$ cat src/rtl/spike_rate_decoder.sv
// Spike-rate readout: counts spikes per neuron over a window, then forms
// a saturated, weighted Q6.10 average delivered over valid/ready.
module spike_rate_decoder #(
  parameter int N_NEURONS = 10,
  parameter int WINDOW    = 32,
  parameter int W_WIDTH   = 16,
  parameter int OUT_WIDTH = 16
) (
  input  logic                        clk,
  input  logic                        rst,
  input  logic                        enable,
  input  logic [N_NEURONS-1:0]        spikes_in,
  input  logic                        weight_we,
  input  logic [3:0]                  weight_addr,
  input  logic signed [W_WIDTH-1:0]   weight_data,
  output logic signed [OUT_WIDTH-1:0] y_out,
  output logic                        y_valid,
  input  logic                        y_ready,
  output logic                        overflow,
  output logic                        busy
);

  localparam int CW = $clog2(WINDOW + 1);
  localparam int SH = $clog2(WINDOW);
  localparam int AW = 32;
  localparam logic signed [AW-1:0] OMAX =
    (2 ** (OUT_WIDTH - 1)) - 1;
  localparam logic signed [AW-1:0] OMIN =
    -(2 ** (OUT_WIDTH - 1));

  typedef enum logic [1:0] {
    S_IDLE,
    S_COUNT,
    S_SUM,
    S_HOLD
  } state_t;

  state_t state, state_nx;

  logic [CW-1:0]              wcnt;
  logic [CW-1:0]              cnt    [N_NEURONS];
  logic signed [W_WIDTH-1:0]  weight [N_NEURONS];
  logic [3:0]                 idx;
  logic signed [AW-1:0]       acc;

  logic clr_cnt;
  logic do_count;
  logic do_acc;
  logic do_done;
  logic hold_exit;
  logic last_samp;
  logic last_idx;

  assign last_samp = (wcnt == CW'(WINDOW - 1));
  assign last_idx  = (idx == 4'(N_NEURONS - 1));
  assign busy = (state == S_COUNT) || (state == S_SUM);

  always_ff @(posedge clk) begin
    if (rst) begin
      state <= S_IDLE;
    end else begin
      state <= state_nx;
    end
  end

  always_comb begin
    state_nx  = state;
    clr_cnt   = 1'b0;
    do_count  = 1'b0;
    do_acc    = 1'b0;
    do_done   = 1'b0;
    hold_exit = 1'b0;
    unique case (state)
      S_IDLE: begin
        if (enable) begin
          state_nx = S_COUNT;
          clr_cnt  = 1'b1;
        end
      end
      S_COUNT: begin
        if (enable) begin
          do_count = 1'b1;
          if (last_samp) state_nx = S_SUM;
        end
      end
      S_SUM: begin
        do_acc = 1'b1;
        if (last_idx) begin
          do_done  = 1'b1;
          state_nx = S_HOLD;
        end
      end
      S_HOLD: begin
        if (y_ready) begin
          hold_exit = 1'b1;
          clr_cnt   = 1'b1;
          state_nx  = enable ? S_COUNT : S_IDLE;
        end
      end
      default: state_nx = S_IDLE;
    endcase
  end

  logic [CW-1:0]                cnt_sel;
  logic signed [W_WIDTH-1:0]    w_sel;
  logic signed [AW-1:0]         prod;
  logic signed [AW-1:0]         acc_nx;
  logic signed [AW-1:0]         shifted;
  logic                         sat_hi;
  logic                         sat_lo;
  logic signed [OUT_WIDTH-1:0]  y_res;

  // The final product is folded in combinationally so the result
  // registers on the same edge as the last neuron is consumed.
  always_comb begin
    cnt_sel = cnt[idx];
    w_sel   = weight[idx];
    prod    = $signed({{(AW-CW){1'b0}}, cnt_sel}) *
              $signed({{(AW-W_WIDTH){w_sel[W_WIDTH-1]}}, w_sel});
    acc_nx  = acc + prod;
    shifted = acc_nx >>> SH;
    sat_hi  = (shifted > OMAX);
    sat_lo  = (shifted < OMIN);
    y_res   = shifted[OUT_WIDTH-1:0];
    unique case (1'b1)
      sat_hi:  y_res = OMAX[OUT_WIDTH-1:0];
      sat_lo:  y_res = OMIN[OUT_WIDTH-1:0];
      default: y_res = shifted[OUT_WIDTH-1:0];
    endcase
  end

  always_ff @(posedge clk) begin
    if (rst) begin
      wcnt     <= '0;
      idx      <= '0;
      acc      <= '0;
      y_out    <= '0;
      y_valid  <= 1'b0;
      overflow <= 1'b0;
      for (int i = 0; i < N_NEURONS; i++) begin
        cnt[i]    <= '0;
        weight[i] <= '0;
      end
    end else begin
      if (weight_we &&
          ({1'b0, weight_addr} < 5'(N_NEURONS))) begin
        weight[weight_addr] <= weight_data;
      end
      if (clr_cnt) begin
        wcnt <= '0;
        idx  <= '0;
        acc  <= '0;
        for (int i = 0; i < N_NEURONS; i++) begin
          cnt[i] <= '0;
        end
      end else if (do_count) begin
        wcnt <= wcnt + CW'(1);
        for (int i = 0; i < N_NEURONS; i++) begin
          cnt[i] <= cnt[i] + CW'(spikes_in[i]);
        end
      end
      if (do_acc) begin
        acc <= acc_nx;
        if (!last_idx) idx <= idx + 4'd1;
      end
      if (do_done) begin
        y_out    <= y_res;
        y_valid  <= 1'b1;
        overflow <= overflow | sat_hi | sat_lo;
      end
      if (hold_exit) begin
        y_valid <= 1'b0;
      end
    end
  end

endmodule

$ cat config.mk
export PLATFORM = sky130hd
export DESIGN_NAME = spike_rate_decoder
export DESIGN_NICKNAME = d
export VERILOG_FILES = /design/src/rtl/spike_rate_decoder.sv
export SDC_FILE = /design/constraint.sdc
export NUM_CORES = 1
export LEC_CHECK = 0
export BUFFER_PORTS_ARGS = -buffer_cell sky130_fd_sc_hd__buf_4
export CAP_MARGIN = 0
export CORE_MARGIN = 3
export CORE_UTILIZATION = 38
export DETAILED_ROUTE_END_ITERATION = 6
export PLACE_DENSITY = 0.54
export SYNTH_ARGS = -nofsm -noshare
export SYNTH_HDL_FRONTEND = slang
export SYNTH_SLANG_ARGS = --single-unit
$ cat constraint.sdc
create_clock -name clk -period 22.4 [get_ports clk]
set_input_delay 4.48 -clock clk [delete_from_list [all_inputs] [get_ports clk]]
set_output_delay 4.48 -clock clk [all_outputs]
set_load 0.1 [all_outputs]
==> flow_summary.toml <==
[synthesis]
async_flop_share_pct = 0
synth_area_leaders = "edfxtp_1, fa_1, mux4_2"
syn_avg_cell_area_sq_um = 11.7
ys_warn_count = 0
syn_area_sq_um = 22400
syn_inst = 1920
synth_top_flop_cell = "edfxtp_1"
seq_area_frac_synth_pct = 47.8
synth-edff-count = 316
synth-seq-cells = 378
yosysTopAreaCell = "edfxtp_1"
synth_top_area_share_pct = 42.3
ys_types = 83

[place]
gp_congestion = 0.879
port_buffers = 53
hpwlAfterDp_um = 39700

[die]
num_rows = 88
dieArea_sq_um = 62000
core_sq_um = 58000
pin_count = 54
die_x_um = 249
die-height_um = 249
start_util_pct = 38.7

[cells_and_area]
fillers = 5474
drive_gt1_share_pct = 13.1
antenna_cells = 0
finalNetCount = 2295
syn_to_final_growth_pct = 13.3
multi_input_area_sq_um = 10900
seqCellArea_sq_um = 10700

[cts]
cts_buffer_depth = 3
cts.clk_slew.worst_paths_ns = 0.06
cts_tree = "yes"
numCtsBuffers = 43
clock-sinks = 378
post_cts_buffers = 0
cts_resized = 0
hold_buffers = 0
worst_skew_pair.late_latency_ns = 0.59
htree_levels = 2
cts_root_buf = "clkbuf_16"

[routing]
wl_um = 57000
drt_iter0_drc = 958
vias_per_cell = 5.15
wl_per_cell_um = 19.9
num_vias = 14700
ant_nets = 0
first_pass_iters = 7
drcViolationCount = 3

[run]
drv_cap = 0

[global_route]
grt_pass1_vias = 15300
grt_antenna_before_repair = 0
grt_max_degree = 49
grt_use_total_pct = 18.5
grt_overflow = 0
grt_pass1_wl_um = 89200

[status]
violations = "design-rule violations"
outcome = "finished, violations left"

[timing]
rsz0062_at_grt = "false"
timing.fmax_mhz = 104
tns_ns = 0
fin_worst_skew_ns = 0.0248
slew_viol_final = 0
post-route-period-util_pct = 42.9
hold_viol = 0
fin_crit_ns = 9.61
max_slew_margin_pct = 23.9
worst_slew_pin_slew_ns = 1.14
finalSetupViolCount = 0

[critical_path]
crit_path_end_kind = "flip-flop"
start_kind = "flip-flop"
arrival_ns = 10.14
critical_path_class = "reg2reg"
cp_data_required_time_ns = 22.93
crit_fanout = 48

[hold_path]
hold_path.class = "reg2reg"
## final timing paths
kind	startpoint	end	slack [ns]	cells after the start
worst min-delay path	wcnt[1]$_SDFFE_PP0P_	wcnt[1]$_SDFFE_PP0P_	0.49	2
worst min register to register	wcnt[1]$_SDFFE_PP0P_	wcnt[1]$_SDFFE_PP0P_	0.49	2
worst max-delay path	idx[0]$_SDFF_PP0_	y_out[2]$_SDFFE_PP0P_	12.79	23
worst max register to register	idx[0]$_SDFF_PP0_	y_out[2]$_SDFFE_PP0P_	12.79	23
## state kept, by name, indices dropped and copies added, names as in the netlist
signal and flops:
idx 4, y_valid 1, cnt 60, state 2, acc 32, overflow 1
wcnt 6, y_out 16, weight 256
## Yosys cell counts (31+ instances only)
| cell | n |
|---|---|
| a21oi_1 | 66 |
| and3_1 | 43 |
| clkbuf_1 | 55 |
| dfxtp_1 | 62 |
| edfxtp_1 | 316 |
| fa_1 | 115 |
| ha_1 | 88 |
| inv_1 | 222 |
| mux4_2 | 77 |
| nand2_1 | 107 |
| nor2_1 | 339 |
| o21ai_0 | 32 |
| xnor2_1 | 37 |
| xor2_1 | 31 |
## cells by family (layout without fill, tap and decap cells)
group,count (synthesis),after routing,share of synthesized area (%)
muxes,121,121,9.81
buffers and inverters,305,382,5.28
AOI/OAI and AO/OA,211,211,6.45
and+or+nand+nor,633,633,12.8
other,1,96,0.0167
DFF,378,378,47.8
adders and majority gates,203,203,15.2
xor gates and xnor gates,68,68,2.65
## per-stage QoR
| step | hold WS (ns) | setup WS (ns) | utilization (%) | instance area (sq um) | instances |
|---|---|---|---|---|---|
| 2_1_floorplan | 0.454 | 14.57 | - | 22800 | 2015 |
| 3_3_place_gp | 0.465 | 12.71 | 41.4 | 24000 | 2777 |
| 3_5_place_dp | 0.477 | 12.66 | 41.4 | 24000 | 2777 |
| 4_1_cts | 0.490 | 12.68 | 43.8 | 25400 | 2857 |
| 5_1_grt | 0.501 | 11.85 | 43.8 | 25400 | 2857 |
| 6_report | 0.487 | 12.79 | 43.8 | 25400 | 2857 |
## per-layer routing
| layer | routed length [um] | GRT usage [%] | share of wire, % |
|---|---|---|---|
| met3 | 2590 | 2.82 | 4.5 |
| met4 | 1800 | 6.45 | 3.2 |
| met5 | 0 | 0 | 0 |
| met2 | 27400 | 30.8 | 48 |
| met1 | 25200 | 24.8 | 44 |
## worst max-delay path: stages, from the launching register on
cell and delay (ns):
dfxtp_4 0.91, buf_4 0.88, mux4_2 0.60, mux2_2 0.27
o21ai_0 0.57, nor2_1 0.15, fa_1 0.57, inv_1 0.05
fa_1 0.47, inv_1 0.05, fa_1 0.53, inv_1 0.05
fa_1 0.52, inv_1 0.04, ha_1 0.37, a21o_1 0.23
a221oi_1 0.82, a2111oi_1 0.24, o31ai_1 0.30, nand4_1 0.12
nor4_1 0.53, nand4_1 0.20, a21oi_1 0.77, a221o_1 0.28
## cell type report
class | count | share of cell area, %
inverters | 222 | 3.28
multi-input cells | 1332 | 42.8
well taps | 765 | 3.76
clock buffers | 54 | 4.59
clock inverters | 26 | 0.969
flip-flops and latches | 378 | 42.2
repair buffers | 80 | 2.36
## placed cells by master, fill, tap and decap left out, types with 37 or more instances in the layout
cell type	synthesis	routed
nor2_1	339	339
edfxtp_1	316	316
inv_1	222	222
fa_1	115	115
nand2_1	107	106
conb_1	1	96
ha_1	88	87
buf_4	0	80
mux4_2	77	77
a21oi_1	66	66
dfxtp_1	62	58
and3_1	43	43
clkbuf_16	0	43
xnor2_1	37	37
Power is left out: the tool's default activity adds up to more than one toggle a clock period on the data nets, which glitch-free logic cannot reach.
